**src/rtl/prelude_alu_pkg.sv**
```systemverilog
// prelude_alu_pkg: opcode and state enums, flag bit positions and flag packing shared by alu_mc.
package prelude_alu_pkg;

    typedef enum logic [5:0] {
        OP_OR   = 6'd0,
        OP_NAND = 6'd1,
        OP_NOR  = 6'd2,
        OP_AND  = 6'd3,
        OP_ADD  = 6'd4,
        OP_SUB  = 6'd5,
        OP_XOR  = 6'd6,
        OP_SHL  = 6'd7,
        OP_SHR  = 6'd8,
        OP_SRA  = 6'd9,
        OP_MUL  = 6'd10
    } alu_op_e;

    typedef enum logic [1:0] {IDLE, BUSY, DONE} state_e;

    localparam int FLAG_Z = 3;
    localparam int FLAG_N = 2;
    localparam int FLAG_C = 1;
    localparam int FLAG_V = 0;

    function automatic logic [3:0] pack_flags(input logic z, input logic n, input logic c, input logic v);
        logic [3:0] f;
        f = '0;
        f[FLAG_Z] = z;
        f[FLAG_N] = n;
        f[FLAG_C] = c;
        f[FLAG_V] = v;
        return f;
    endfunction

endpackage

```
**src/rtl/alu_mul_iter.sv**
```systemverilog
// alu_mul_iter: unsigned shift-add multiplier, one partial product per cycle for WIDTH cycles.
module alu_mul_iter #(
    parameter int WIDTH = 8
) (
    input  logic               clk,
    input  logic               reset,
    input  logic               start_i,
    input  logic [WIDTH-1:0]   a_i,
    input  logic [WIDTH-1:0]   b_i,
    output logic               done_o,
    output logic [2*WIDTH-1:0] product_o
);

    localparam int CW = $clog2(WIDTH);

    logic               busy_q;
    logic [CW-1:0]      cnt_q;
    logic [WIDTH-1:0]   a_q;
    logic [2*WIDTH-1:0] acc_q, acc_d;
    logic [WIDTH:0]     sum;

    // Low half of the accumulator starts as the multiplier and drains out as the product shifts in.
    always_comb begin
        sum   = {1'b0, acc_q[2*WIDTH-1:WIDTH]} + {1'b0, acc_q[0] ? a_q : {WIDTH{1'b0}}};
        acc_d = {sum, acc_q[WIDTH-1:1]};
    end

    assign done_o    = busy_q && cnt_q == CW'(WIDTH - 1);
    assign product_o = acc_d;

    always_ff @(posedge clk) begin
        if (reset) begin
            busy_q <= 1'b0;
            cnt_q  <= '0;
        end else if (start_i) begin
            busy_q <= 1'b1;
            cnt_q  <= '0;
            a_q    <= a_i;
            acc_q  <= {{WIDTH{1'b0}}, b_i};
        end else if (busy_q) begin
            acc_q  <= acc_d;
            cnt_q  <= cnt_q + 1'b1;
            busy_q <= !done_o;
        end
    end

endmodule

```
**src/rtl/alu_mc.sv**
```systemverilog
// alu_mc: multi-cycle ALU with registered result/flags and valid/ready handshakes.
// Define PRELUDE_ALU_MUL_EN to build the iterative MUL; otherwise opcode MUL is treated as unknown.
module alu_mc
    import prelude_alu_pkg::*;
#(
    parameter int WIDTH = 8,
    parameter int OP_W  = 6
) (
    input  logic             clk,
    input  logic             reset,
    input  logic             in_valid,
    output logic             in_ready,
    input  logic [OP_W-1:0]  alu_op,
    input  logic [WIDTH-1:0] in_a,
    input  logic [WIDTH-1:0] in_b,
    output logic             out_valid,
    input  logic             out_ready,
    output logic [WIDTH-1:0] out,
    output logic [WIDTH-1:0] out_hi,
    output logic [3:0]       flags
);

    state_e               state_q, state_d;
    logic [WIDTH-1:0]     out_q, out_d, hi_q, hi_d, res;
    logic [3:0]           flags_q, flags_d;
    logic [WIDTH:0]       sum, diff;
    logic                 c, v, accept, is_mul, mul_done;
    logic [2*WIDTH-1:0]   prod;

    always_comb begin
        sum  = {1'b0, in_a} + {1'b0, in_b};
        diff = {1'b0, in_a} - {1'b0, in_b};
        res  = '0;
        c    = 1'b0;
        v    = 1'b0;
        case (alu_op)
            OP_OR:   res = in_a | in_b;
            OP_NAND: res = ~(in_a & in_b);
            OP_NOR:  res = ~(in_a | in_b);
            OP_AND:  res = in_a & in_b;
            OP_ADD: begin
                res = sum[WIDTH-1:0];
                c   = sum[WIDTH];
                v   = (in_a[WIDTH-1] == in_b[WIDTH-1]) && (res[WIDTH-1] != in_a[WIDTH-1]);
            end
            OP_SUB: begin
                res = diff[WIDTH-1:0];
                c   = diff[WIDTH];
                v   = (in_a[WIDTH-1] != in_b[WIDTH-1]) && (res[WIDTH-1] != in_a[WIDTH-1]);
            end
            OP_XOR:  res = in_a ^ in_b;
            // Oversized shift amounts fall out of the language semantics: zero fill, or sign fill for >>>.
            OP_SHL:  res = in_a << in_b;
            OP_SHR:  res = in_a >> in_b;
            OP_SRA:  res = $unsigned($signed(in_a) >>> in_b);
            default: res = '0;
        endcase
    end

`ifdef PRELUDE_ALU_MUL_EN
    assign is_mul = alu_op == OP_MUL;
    alu_mul_iter #(.WIDTH(WIDTH)) u_mul (
        .clk       (clk),
        .reset     (reset),
        .start_i   (accept && is_mul),
        .a_i       (in_a),
        .b_i       (in_b),
        .done_o    (mul_done),
        .product_o (prod)
    );
`else
    assign is_mul   = 1'b0;
    assign mul_done = 1'b0;
    assign prod     = '0;
`endif

    assign in_ready = state_q == IDLE || (state_q == DONE && out_ready);
    assign accept   = in_valid && in_ready;

    always_comb begin
        state_d = state_q;
        out_d   = out_q;
        hi_d    = hi_q;
        flags_d = flags_q;
        if (accept) begin
            state_d = is_mul ? BUSY : DONE;
            if (!is_mul) begin
                out_d   = res;
                hi_d    = '0;
                flags_d = pack_flags(res == '0, res[WIDTH-1], c, v);
            end
        end else if (state_q == DONE && out_ready) begin
            state_d = IDLE;
        end else if (mul_done) begin
            state_d = DONE;
            out_d   = prod[WIDTH-1:0];
            hi_d    = prod[2*WIDTH-1:WIDTH];
            flags_d = pack_flags(prod[WIDTH-1:0] == '0, prod[WIDTH-1], |prod[2*WIDTH-1:WIDTH], 1'b0);
        end
    end

    always_ff @(posedge clk) begin
        if (reset) begin
            state_q <= IDLE;
            out_q   <= '0;
            hi_q    <= '0;
            flags_q <= '0;
        end else begin
            state_q <= state_d;
            out_q   <= out_d;
            hi_q    <= hi_d;
            flags_q <= flags_d;
        end
    end

    assign out_valid = state_q == DONE;
    assign out       = out_q;
    assign out_hi    = hi_q;
    assign flags     = flags_q;

endmodule

```
**config.mk**
```make
export PLATFORM = sky130hd
export DESIGN_NAME = alu_mc
export DESIGN_NICKNAME = d
export VERILOG_FILES = /design/src/rtl/prelude_alu_pkg.sv /design/src/rtl/alu_mul_iter.sv /design/src/rtl/alu_mc.sv
export SDC_FILE = /design/constraint.sdc
export NUM_CORES = 1
export LEC_CHECK = 0
export ABC_CLOCK_PERIOD_IN_PS = 3100
export BUFFER_PORTS_ARGS = -buffer_cell sky130_fd_sc_hd__buf_2
export CAP_MARGIN = 30
export CORE_AREA = 5 5 81 83
export DETAILED_ROUTE_END_ITERATION = 10
export DIE_AREA = 0 0 86 88
export GPL_ROUTABILITY_DRIVEN = 0
export PLACE_DENSITY_LB_ADDON = 0.2
export SYNTH_ARGS = -nofsm -noshare
export SYNTH_HDL_FRONTEND = slang
export SYNTH_SLANG_ARGS = --single-unit
```
**constraint.sdc**
```tcl
create_clock -name clk -period 3.1 [get_ports clk]
set_input_delay 0.31 -clock clk [delete_from_list [all_inputs] [get_ports clk]]
set_output_delay 0.31 -clock clk [all_outputs]
set_load 0.02 [all_outputs]
```
==> metrics.md <==
| Metric | Value |
|---|---|
| Die width | `86 µm` |
| Clock skew | `0.00303 ns` |
| Ys async rst share | `0%` |
| CTS sink count | `12` |
| Syn avg cell area | `7.73 µm²` |
| Crit path cell chain | `buf_2 -> ha_1 -> fa_1 -> nor3_1 -> o31ai_1 -> a21oi_1 -> o31ai_1 -> xor2_1 -> a211oi_1 -> a211oi_1` |
| Fin crit share | `80.4%` |
| Final setup vio count | `0` |
| CP Capture Type | `flop` |
| Setup TNS | `0 ns` |
| Cts bufs inserted | `3` |
| Number of synthesized register bits | `12` |
| Slowest stage delay, CP | `0.42 ns` |
| Yosys top cell by area | `ha_1` |
| Register area share after synthesis | `under 10%` |
| Tightest Pin Transition | `0.865 ns` |
| Via count | `2928` |
| Xor and xnor area share after synthesis | `3.48%` |
| CTS tree | `done` |
| Top cells by area, synth | `ha_1, dfxtp_1, a21oi_1` |
| R2R setup slack | `between 1 and 1.5 ns` |
| Prevailing post-synth register cell | `dfxtp_1` |
| Final WL | `8380 µm` |
| WL/cell | `18.3 µm` |
| CP max FO | `26` |
| Largest family of logic cells by synthesized area | `compound AO/OA/AOI/OAI gates` |
| MaxCap Viol Count | `0` |
| Pre-antenna DRT Iters | `5` |
| Compound-cell area share of the yosys netlist | `26.7%` |
| Post_cts resized | `0` |
| Die area | `around 0.0076 mm²` |
| Critical path startpoint category | `primary input` |
| CP Class | `primary input to flop` |
| Core box area | `roughly 0.0058 mm²` |
| Worst path depth | `10` |
| Adder-Cell Fraction of Synth Area | `12.3%` |
| Post-CTS Setup Bufs | `0` |
| Clk root buf | `clkbuf_8` |
| Worst rel slew slack | `a little over two fifths` |
| Final Hold Viols | `0` |
| Pwr Density | `234 mW/mm²` |
| Worst path required time | `3.21 ns` |
| Die H | `slightly below 90 µm` |
| Drt via density | `6.39` |
| Dpl hpwl | `approximately 6700 µm` |
| I/O pin cnt | `48` |
| Post-route minimum period | `between 2 and 2.5 ns` |
| Area fraction of the dominant cell type after synthesis | `10.8%` |
| Hold-fix buffers at CTS | `0` |
| Synth Area in Simple Gates | `24.9%` |
| Multiplexer share of the synthesized area | `12.2%` |
| Syn Std Cell Area | `0.00277 mm²` |
| Vias in the first global route | `2681` |
| Max Slew Vio Count | `0` |
| Max Freq | `401 MHz` |
| Fillers | `574` |
| Number of synthesized flops with an enable pin | `0` |
| Starting Density | `47.9%` |
| Synth warn | `0` |
| Worst Hold Depth | `3` |
| Netlist cell types | `between 60 and 70` |
| Input/output buffers | `39` |
| Count leader, synth | `inv_1` |
| Peak VDD IR | `~0.26 mV` |
| Total GRT Usage | `22.5%` |
| Crit path buf inv count | `1` |
| Antenna violations before repair | `0` |
| Total power | `0.693 mW` |
| Insertion delay to the later sink of the worst-skew pair | `roughly 0.24 ns` |
| Residual DRC | `0` |
| Cells after synthesis | `between 300 and 400` |
| Slowest CP cell | `fa_1` |
| First-pass GRT wire length | `between 10000 and 15000 µm` |
| Bufs on Longest Clock Path | `2` |
| Share of layout cells above drive strength 1 | `19.3%` |
| Largest delay contributor family on the critical path | `compound AO/OA/AOI/OAI gates` |
| RSZ-0062 raised after global routing | `false` |
| Critical path arrival | `2.60 ns` |
| Length in cells of the worst reg-to-reg path | `8` |
| Post-route ant nets | `0` |
| Nets | `437` |
| Status | `completed` |
| Initial drt markers | `between 300 and 400` |
| Site Rows | `28` |
| Clock Pin Slew Worst Setup and Hold Paths | `0.05 ns` |
| Pin count of the biggest net entering global routing | `31` |
| Worst Hold Class | `primary input to flop` |
| Grt ovf | `0` |
| Max H-tree Level | `1` |
| Synth top cells by count | `inv_1, ha_1, a21oi_1, nor2_1` |
| Leak Pwr | `1.28 nW` |
| Area Overhead vs Synth | `7.09%` |
| Diodes inserted | `0` |
==> tightest hold or removal path: cells and delay by family <==
family / cells / cell delay, ns
compound gates: 1 / 0.05
buf+inv: 2 / 0.16
==> final timing paths <==
check                                start    endpoint
worst min register to register      out[2]      out[2]
worst min-delay path              in_valid  state_q[1]
worst max register to register  state_q[1]    flags[3]
worst max-delay path               in_b[0]      out[6]
==> report_power, final <==
group	internal [mW]	switching, mW
sequential	0.164	0.00405
clock	0.0850	0.0500
combinational	0.146	0.244
total	0.395	0.298
==> state kept, by name, indices dropped and copies added, names as in the netlist <==
| register | count |
|---|---|
| out | 7 |
| flags | 4 |
| state_q | 1 |
==> layer usage <==
layer	vias to the layer above	share of wire (%)	track usage, %
met5	-	0	0
met4	0	2.1	5.90
met3	12	7.5	2.26
met2	151	46	38.1
met1	1387	44	30.7
li1	1378	-	-
==> cell usage in the layout, fill, tap and decap left out, drive strengths merged, types with 4 or more instances in the layout <==
cell,count
ha,24
nand3,10
xnor2,9
nand2,20
a211oi,10
buf,47
nand2b,7
o31ai,4
mux2i,11
nor2b,8
conb,8
inv,27
nand4,5
a21oi,23
dfxtp,12
o21ai,17
a31oi,5
nor2,23
nor3,20
o22ai,4
mux2,8
o211ai,5
or4,4
o32ai,4
mux4,6
nor4,8
==> cell type report <==
type / count / area (µm²) / share of cell area (%)
Tap cell: 75 / 93.8 / 3.16
Clock buffer: 3 / 41.3 / 1.39
Inverter: 27 / 101 / 3.42
Timing Repair Buffer: 47 / 255 / 8.61
Sequential cell: 12 / 240 / 8.10
Multi-Input combinational cell: 294 / 2230 / 75.3
==> cells by family (layout without fill, tap and decap cells) <==
group / after synthesis / in the layout
AND/OR/NAND/NOR: 120 / 120
AO/OA/AOI/OAI: 104 / 104
buffers and inverters: 59 / 77
adder cells (fa/ha/maj): 26 / 26
multiplexers: 25 / 25
flip-flops: 12 / 12
XOR/XNOR: 11 / 11
other: 1 / 8
==> per-stage QoR <==
stage	hold slack, ns	utilization [%]	setup slack, ns	instances	area (µm²)
finish	0.334	51.3	0.608	458	2970
detailed placement	0.447	50.6	0.389	455	2920
global route	0.338	51.3	0.380	458	2970
CTS	0.332	51.3	0.637	458	2970
floorplan	0.439	-	0.700	365	2800
global placement	0.439	50.6	0.414	455	2920
No activity file was read; power rests on OpenSTA's default activity.
